===== src/rtl/div2_engine_if.sv =====
// Start/Ack handshake and data-memory port shared by the CPU and div2_engine.
// slave = responder side (div2_engine), master = host/memory side.
interface div2_engine_if #(
  parameter int ADDR_W = 8
);
  logic              Start;
  logic              Ack;
  logic [ADDR_W-1:0] MemAddr;
  logic [7:0]        MemRdData;
  logic [7:0]        MemWrData;
  logic              MemWrEn;

  modport slave (
    input  Start,
    input  MemRdData,
    output Ack,
    output MemAddr,
    output MemWrData,
    output MemWrEn
  );

  modport master (
    output Start,
    output MemRdData,
    input  Ack,
    input  MemAddr,
    input  MemWrData,
    input  MemWrEn
  );
endinterface


===== src/rtl/div2_engine.sv =====
// Program-2 accelerator: floor(dvd*256/divisor) via bit-serial restoring divide.
// Define DIV2_ROUND_EN for half-LSB upward rounding (25 iterations).
module div2_engine #(
  parameter int ADDR_W       = 8,
  parameter int OPND_HI_ADDR = 0,
  parameter int OPND_LO_ADDR = 1,
  parameter int DIVR_ADDR    = 2,
  parameter int RES_ADDR     = 4
) (
  input  logic        Clk,
  input  logic        Reset,
  div2_engine_if.slave bus
);

`ifdef DIV2_ROUND_EN
  localparam int NB = 25;
`else
  localparam int NB = 24;
`endif
  localparam logic [4:0] LAST = 5'(NB - 1);

  localparam logic [ADDR_W-1:0] A_HI = ADDR_W'(OPND_HI_ADDR);
  localparam logic [ADDR_W-1:0] A_LO = ADDR_W'(OPND_LO_ADDR);
  localparam logic [ADDR_W-1:0] A_DV = ADDR_W'(DIVR_ADDR);
  localparam logic [ADDR_W-1:0] A_R0 = ADDR_W'(RES_ADDR);
  localparam logic [ADDR_W-1:0] A_R1 = ADDR_W'(RES_ADDR + 1);
  localparam logic [ADDR_W-1:0] A_R2 = ADDR_W'(RES_ADDR + 2);

  typedef enum logic [3:0] {
    IDLE, RD0, RD1, RD2, DIV, WR0, WR1, WR2, DONE
  } state_t;

  state_t        state;
  logic          start_q;
  logic [15:0]   dvd;
  logic [7:0]    divisor;
  logic [NB-1:0] n;
  logic [8:0]    rem;
  logic [NB-1:0] quot;
  logic [4:0]    count;

  logic [8:0]    rem_sh;
  logic          ge;
  logic [8:0]    rem_nx;
  logic [NB-1:0] q_nx;
  logic [23:0]   res;

  always_comb begin
    rem_sh = {rem[7:0], n[NB-1]};
    ge     = rem_sh >= {1'b0, divisor};
    rem_nx = ge ? rem_sh - {1'b0, divisor} : rem_sh;
    q_nx   = {quot[NB-2:0], ge};
`ifdef DIV2_ROUND_EN
    // rounding cannot wrap: a set half bit needs divisor>=2
    res    = q_nx[24:1] + 24'(q_nx[0]);
`else
    res    = q_nx;
`endif
  end

  always_ff @(posedge Clk) begin
    if (Reset) begin
      state         <= IDLE;
      start_q       <= 1'b0;
      dvd           <= '0;
      divisor       <= '0;
      n             <= '0;
      rem           <= '0;
      quot          <= '0;
      count         <= '0;
      bus.Ack       <= 1'b0;
      bus.MemAddr   <= '0;
      bus.MemWrData <= '0;
      bus.MemWrEn   <= 1'b0;
    end else begin
      start_q <= bus.Start;
      case (state)
        IDLE: begin
          if (!bus.Start && start_q) begin
            bus.MemAddr <= A_HI;
            state       <= RD0;
          end
        end
        RD0: begin
          dvd[15:8]   <= bus.MemRdData;
          bus.MemAddr <= A_LO;
          state       <= RD1;
        end
        RD1: begin
          dvd[7:0]    <= bus.MemRdData;
          bus.MemAddr <= A_DV;
          state       <= RD2;
        end
        RD2: begin
          divisor <= bus.MemRdData;
          if (bus.MemRdData == 8'd0) begin
            quot          <= NB'(24'hFFFFFF);
            bus.MemWrEn   <= 1'b1;
            bus.MemAddr   <= A_R0;
            bus.MemWrData <= 8'hFF;
            state         <= WR0;
          end else begin
            n     <= {dvd, {(NB-16){1'b0}}};
            rem   <= '0;
            quot  <= '0;
            count <= '0;
            state <= DIV;
          end
        end
        DIV: begin
          rem   <= rem_nx;
          n     <= n << 1;
          count <= count + 5'd1;
          if (count == LAST) begin
            quot          <= NB'(res);
            bus.MemWrEn   <= 1'b1;
            bus.MemAddr   <= A_R0;
            bus.MemWrData <= res[23:16];
            state         <= WR0;
          end else begin
            quot <= q_nx;
          end
        end
        WR0: begin
          bus.MemAddr   <= A_R1;
          bus.MemWrData <= quot[15:8];
          state         <= WR1;
        end
        WR1: begin
          bus.MemAddr   <= A_R2;
          bus.MemWrData <= quot[7:0];
          state         <= WR2;
        end
        WR2: begin
          bus.MemWrEn <= 1'b0;
          bus.Ack     <= 1'b1;
          state       <= DONE;
        end
        DONE: begin
          if (bus.Start) begin
            bus.Ack <= 1'b0;
            state   <= IDLE;
          end
        end
        default: state <= IDLE;
      endcase
    end
  end

endmodule


===== src/flat_wrapper.sv =====
// flat-port wrapper written by rule: the top's interface ports become plain ports
module div2_engine_flat 
#(
  parameter int ADDR_W       = 8,
  parameter int OPND_HI_ADDR = 0,
  parameter int OPND_LO_ADDR = 1,
  parameter int DIVR_ADDR    = 2,
  parameter int RES_ADDR     = 4
)
  (Clk, Reset, bus_Start, bus_MemRdData, bus_Ack, bus_MemAddr, bus_MemWrData, bus_MemWrEn);
  div2_engine_if #(.ADDR_W(ADDR_W)) bus_i ();
  input  logic Clk;
  input  logic Reset;
  input wire logic [$bits(bus_i.Start)-1:0] bus_Start;
  input wire logic [$bits(bus_i.MemRdData)-1:0] bus_MemRdData;
  output wire logic [$bits(bus_i.Ack)-1:0] bus_Ack;
  output wire logic [$bits(bus_i.MemAddr)-1:0] bus_MemAddr;
  output wire logic [$bits(bus_i.MemWrData)-1:0] bus_MemWrData;
  output wire logic [$bits(bus_i.MemWrEn)-1:0] bus_MemWrEn;
  assign bus_i.Start = bus_Start;
  assign bus_i.MemRdData = bus_MemRdData;
  assign bus_Ack = bus_i.Ack;
  assign bus_MemAddr = bus_i.MemAddr;
  assign bus_MemWrData = bus_i.MemWrData;
  assign bus_MemWrEn = bus_i.MemWrEn;
  div2_engine #(.ADDR_W(ADDR_W), .OPND_HI_ADDR(OPND_HI_ADDR), .OPND_LO_ADDR(OPND_LO_ADDR), .DIVR_ADDR(DIVR_ADDR), .RES_ADDR(RES_ADDR)) u_core (.Clk(Clk), .Reset(Reset), .bus(bus_i));
endmodule

===== config.mk =====
export PLATFORM = sky130hd
export DESIGN_NAME = div2_engine_flat
export DESIGN_NICKNAME = d
export VERILOG_FILES = /design/src/rtl/div2_engine_if.sv /design/src/rtl/div2_engine.sv /design/src/flat_wrapper.sv
export SDC_FILE = /design/constraint.sdc
export NUM_CORES = 1
export LEC_CHECK = 0
export BUFFER_PORTS_ARGS = -buffer_cell sky130_fd_sc_hd__buf_2
export CAP_MARGIN = 20
export CORE_MARGIN = 2
export CORE_UTILIZATION = 45
export DETAILED_ROUTE_END_ITERATION = 7
export PLACE_DENSITY = 0.63
export SYNTH_ARGS = -nofsm -noshare
export SYNTH_HDL_FRONTEND = slang
export SYNTH_SLANG_ARGS = --single-unit

===== constraint.sdc =====
create_clock -name Clk -period 2.3 [get_ports Clk]
set_input_delay 0.345 -clock Clk [delete_from_list [all_inputs] [get_ports Clk]]
set_output_delay 0.345 -clock Clk [all_outputs]
set_load 0.02 [all_outputs]

==> results by group <==
Clock network
  – Num CTS Buffers: 9
  – Clock sink count: 94
  – CTS tree: yes
  – Worst skew pair latency: 0.37 ns
  – Postcts setup bufs: 0
  – Clk slew on worst S/H paths: 0.09 ns
  – Clock root cell: clkbuf_8
  – Hold_buf cts: 0
  – Cts repair resizes: 0
  – Htree depth: 3
  – Max clock buf depth: 2

Floorplanning
  – Core area: 9200 sq um
  – Io pins: 29
  – Die span in x: 101 microns
  – Die Height: 101 microns
  – Cell Rows: 35
  – DIE AREA: 10200 sq um
  – Initial Util: 0.461

Layout
  – Core Util, Final: 0.510
  – Layout area overhead: 10.8%
  – FILL cells: 893
  – Final net count: 545
  – Layout cell share with drive strength beyond 1: 0.142
  – Area occupied by registers: 1880 sq um
  – Ant. Diodes: 0
  – Area of the multi-input gates: 2120 sq um
  – Finished Cell Area: 4690 sq um

Logic synthesis
  – Seq cells post-synth: 94
  – Ys flop type: dfxtp_1
  – Ranking of synthesized cells by area: dfxtp_1 44%, a21oi_1 9.6%, nand2_1 7.6%
  – Seq/Total Area, Yosys: 0.444
  – Cells after Synth: 501
  – Number of enable flip-flop cells after synthesis: 0
  – Count of different cell masters after synthesis: 53
  – Yosys warning count: 0
  – Synth Cell Area: 4240 sq um
  – Area leader, netlist: dfxtp_1
  – Post-synth top cells: 94 x dfxtp_1, 86 x nand2_1, 81 x a21oi_1
  – Top-area cell type share of the netlist area: 0.444
  – Mean Syn Cell Area: 8.45 sq um
  – Async SR Flop Fraction: 0
  – Count leader, synth: dfxtp_1

Run status
  – Status: complete, no violations

Drt
  – DRC: 0
  – Total wire length: 9850 microns
  – Iter 0 DRT Violations: 219
  – Final ANT Viol Nets: 0
  – 1st-pass router iterations: 5
  – Routed WL per cell: 15.4 microns
  – Vias: 3603
  – Vias per cell: 5.63

Worst hold path
  – Hold_sp: bus_Start
  – Hold path depth: 2
  – Worst hold path endpoint: u_core.start_q
  – Hold Crit Class: in2reg

Power and ir drop
  – LEAKAGE: 1.67 nW
  – P per Cell Area: 712 nW/um^2
  – Worst IR Drop VDD: 0.382 mV

Placement
  – DP Area: 4490 sq um
  – HPWL Detailed: 6930 microns
  – GPL Wtd Cong: 0.881
  – Buffers on Ports: 23

Global routing
  – Total Routing Usage GR: 0.199
  – GRT Residual Overflow: 0
  – First-pass GRT wire length: 16000 microns
  – Initial antenna violation count: 0
  – Largest net degree at the start of global routing: 42
  – Vias in the first global route: 3260

Setup path
  – R2R cell count: 8
  – R2R setup slack: 0.28 ns
  – Crit-path cells: inv_1, ha_1, fa_1, nand2b_1, a21oi_1, nor4b_1, a2111oi_1, o31ai_1
  – WS Path Type: reg2reg
  – WP data arrival: 2.26 ns
  – CP max-delay cell: fa_1
  – CP required: 2.55 ns
  – Critical R2R Capture: u_core.rem[6]
  – Buffers & Inverters on Critical Path: 1
  – CP Max Fanout: 3
  – Worst setup SP type: flop
  – Crit path capture type: flop
  – Worst r2r src: u_core.n[23]
  – CP peak stage delay: 0.38 ns
  – Crit path max-delay family: compound AO/OA/AOI/OAI gates

STA
  – FMAX: 495 MHz
  – Fin Setup TNS: 0 ns
  – Slew Limit Headroom: 0.374
  – Worst Tran Pin Value: 0.931 ns
  – Final Setup Violations: 0
  – Clock Skew: 0.0121 ns
  – Final Hold Viols: 0
  – Final period utilization: 0.877
  – Unrepaired setup endpoints after global routing: no
  – Max-slew violation count: 0
  – Crit path time final: 2.02 ns

Run
  – Maximum Capacitance Violations: 0
## cell usage in the layout, fill, tap and decap left out, types with 2 or more instances in the layout
cell type / count
ha_1: 9
conb_1: 5
a311oi_2: 2
mux2_2: 5
nor2b_1: 5
a22oi_1: 39
nand3_1: 7
dfxtp_1: 94
a211oi_1: 7
clkinvlp_4: 3
a32oi_1: 3
o22ai_1: 4
a22o_1: 2
o31ai_1: 2
xnor2_1: 2
clkbuf_8: 9
xor2_1: 4
buf_4: 24
a31oi_1: 3
nor2_1: 32
a311oi_1: 2
or3_1: 2
mux2i_1: 5
o211ai_1: 2
o21ai_0: 11
nor4_4: 2
buf_2: 23
inv_1: 14
nor3_1: 6
nand2_1: 86
nand2b_1: 10
a21oi_1: 81
## through the flow
step | hold WS (ns) | setup slack [ns] | instances | total power [mW]
floorplan | 0.432 | 0.417 | 505 | 2.11
global placement | 0.439 | 0.301 | 624 | 2.26
detailed placement | 0.447 | 0.219 | 624 | 2.27
CTS | 0.234 | 0.255 | 640 | 3.36
global route | 0.256 | 0.0720 | 640 | 3.49
finish | 0.238 | 0.282 | 640 | 3.34
## worst max path at each step
stage                            startpoint            end  slack [ns]  cells after the start
after global placement    u_core.divisor[2]  u_core.rem[4]        0.30                      7
final                          u_core.n[23]  u_core.rem[6]        0.28                      8
after floorplan                u_core.n[23]  u_core.rem[6]        0.42                      8
after global routing           u_core.n[23]  u_core.rem[6]        0.07                      8
after CTS                      u_core.n[23]  u_core.rem[6]        0.25                      8
after detailed placement   bus_MemRdData[0]  u_core.rem[1]        0.22                      5
## state kept, by name, indices dropped and copies added (netlist names)
name and flops:
u_core.rem 8, u_core.bus.MemWrEn 1, u_core.count 5, u_core.dvd 16, u_core.divisor 8, u_core.start_q 1, u_core.quot 23, u_core.bus.MemAddr 3
u_core.state 4, u_core.bus.MemWrData 8, u_core.n 16, u_core.bus.Ack 1
## worst register-to-register path, delay by kind of cell (launching register included)
family | cells | cell delay, ns
DFF | 1 | 0.33
AOI/OAI and AO/OA | 3 | 0.65
buffers and inverters | 1 | 0.05
and+or+nand+nor | 2 | 0.27
adders and majority gates | 2 | 0.60
## per-layer routing
layer / up-vias / wire length [microns] / track usage
met2: 86 / 4530 / 0.300
met1: 1683 / 4710 / 0.285
met4: 0 / 174 / 0.0821
met5: - / 0 / 0
met3: 16 / 441 / 0.0305
li1: 1818 / - / -
## cell families (layout without fill, tap and decap cells)
kind of cell / Yosys count / in the layout / synth area share
AND/OR/NAND/NOR: 159 / 159 / 0.172
flip-flops: 94 / 94 / 0.444
AO/OA/AOI/OAI: 168 / 168 / 0.256
multiplexers: 10 / 10 / 0.0251
other: 1 / 5 / 0.000885
adder cells (fa/ha/maj): 10 / 10 / 0.0313
XOR/XNOR: 6 / 6 / 0.0124
buffers and inverters: 53 / 77 / 0.0579
## area by class of cell
class	count	share of cell area
Inverter	14	0.0112
Clock buffer	10	0.0272
Sequential cell	94	0.401
Clock inverter	6	0.0149
Tap cell	111	0.0296
Timing Repair Buffer	47	0.0630
Multi-Input combinational cell	358	0.453
## power by group
part	total [mW]	internal, mW	leakage [nW]	switching (mW)
logic	0.511	0.182	0.820	0.329
clock network	1.10	0.508	0.0891	0.595
registers	1.72	1.69	0.759	0.0368
total	3.34	2.38	1.67	0.960
No activity file was read; power rests on OpenSTA's default activity.
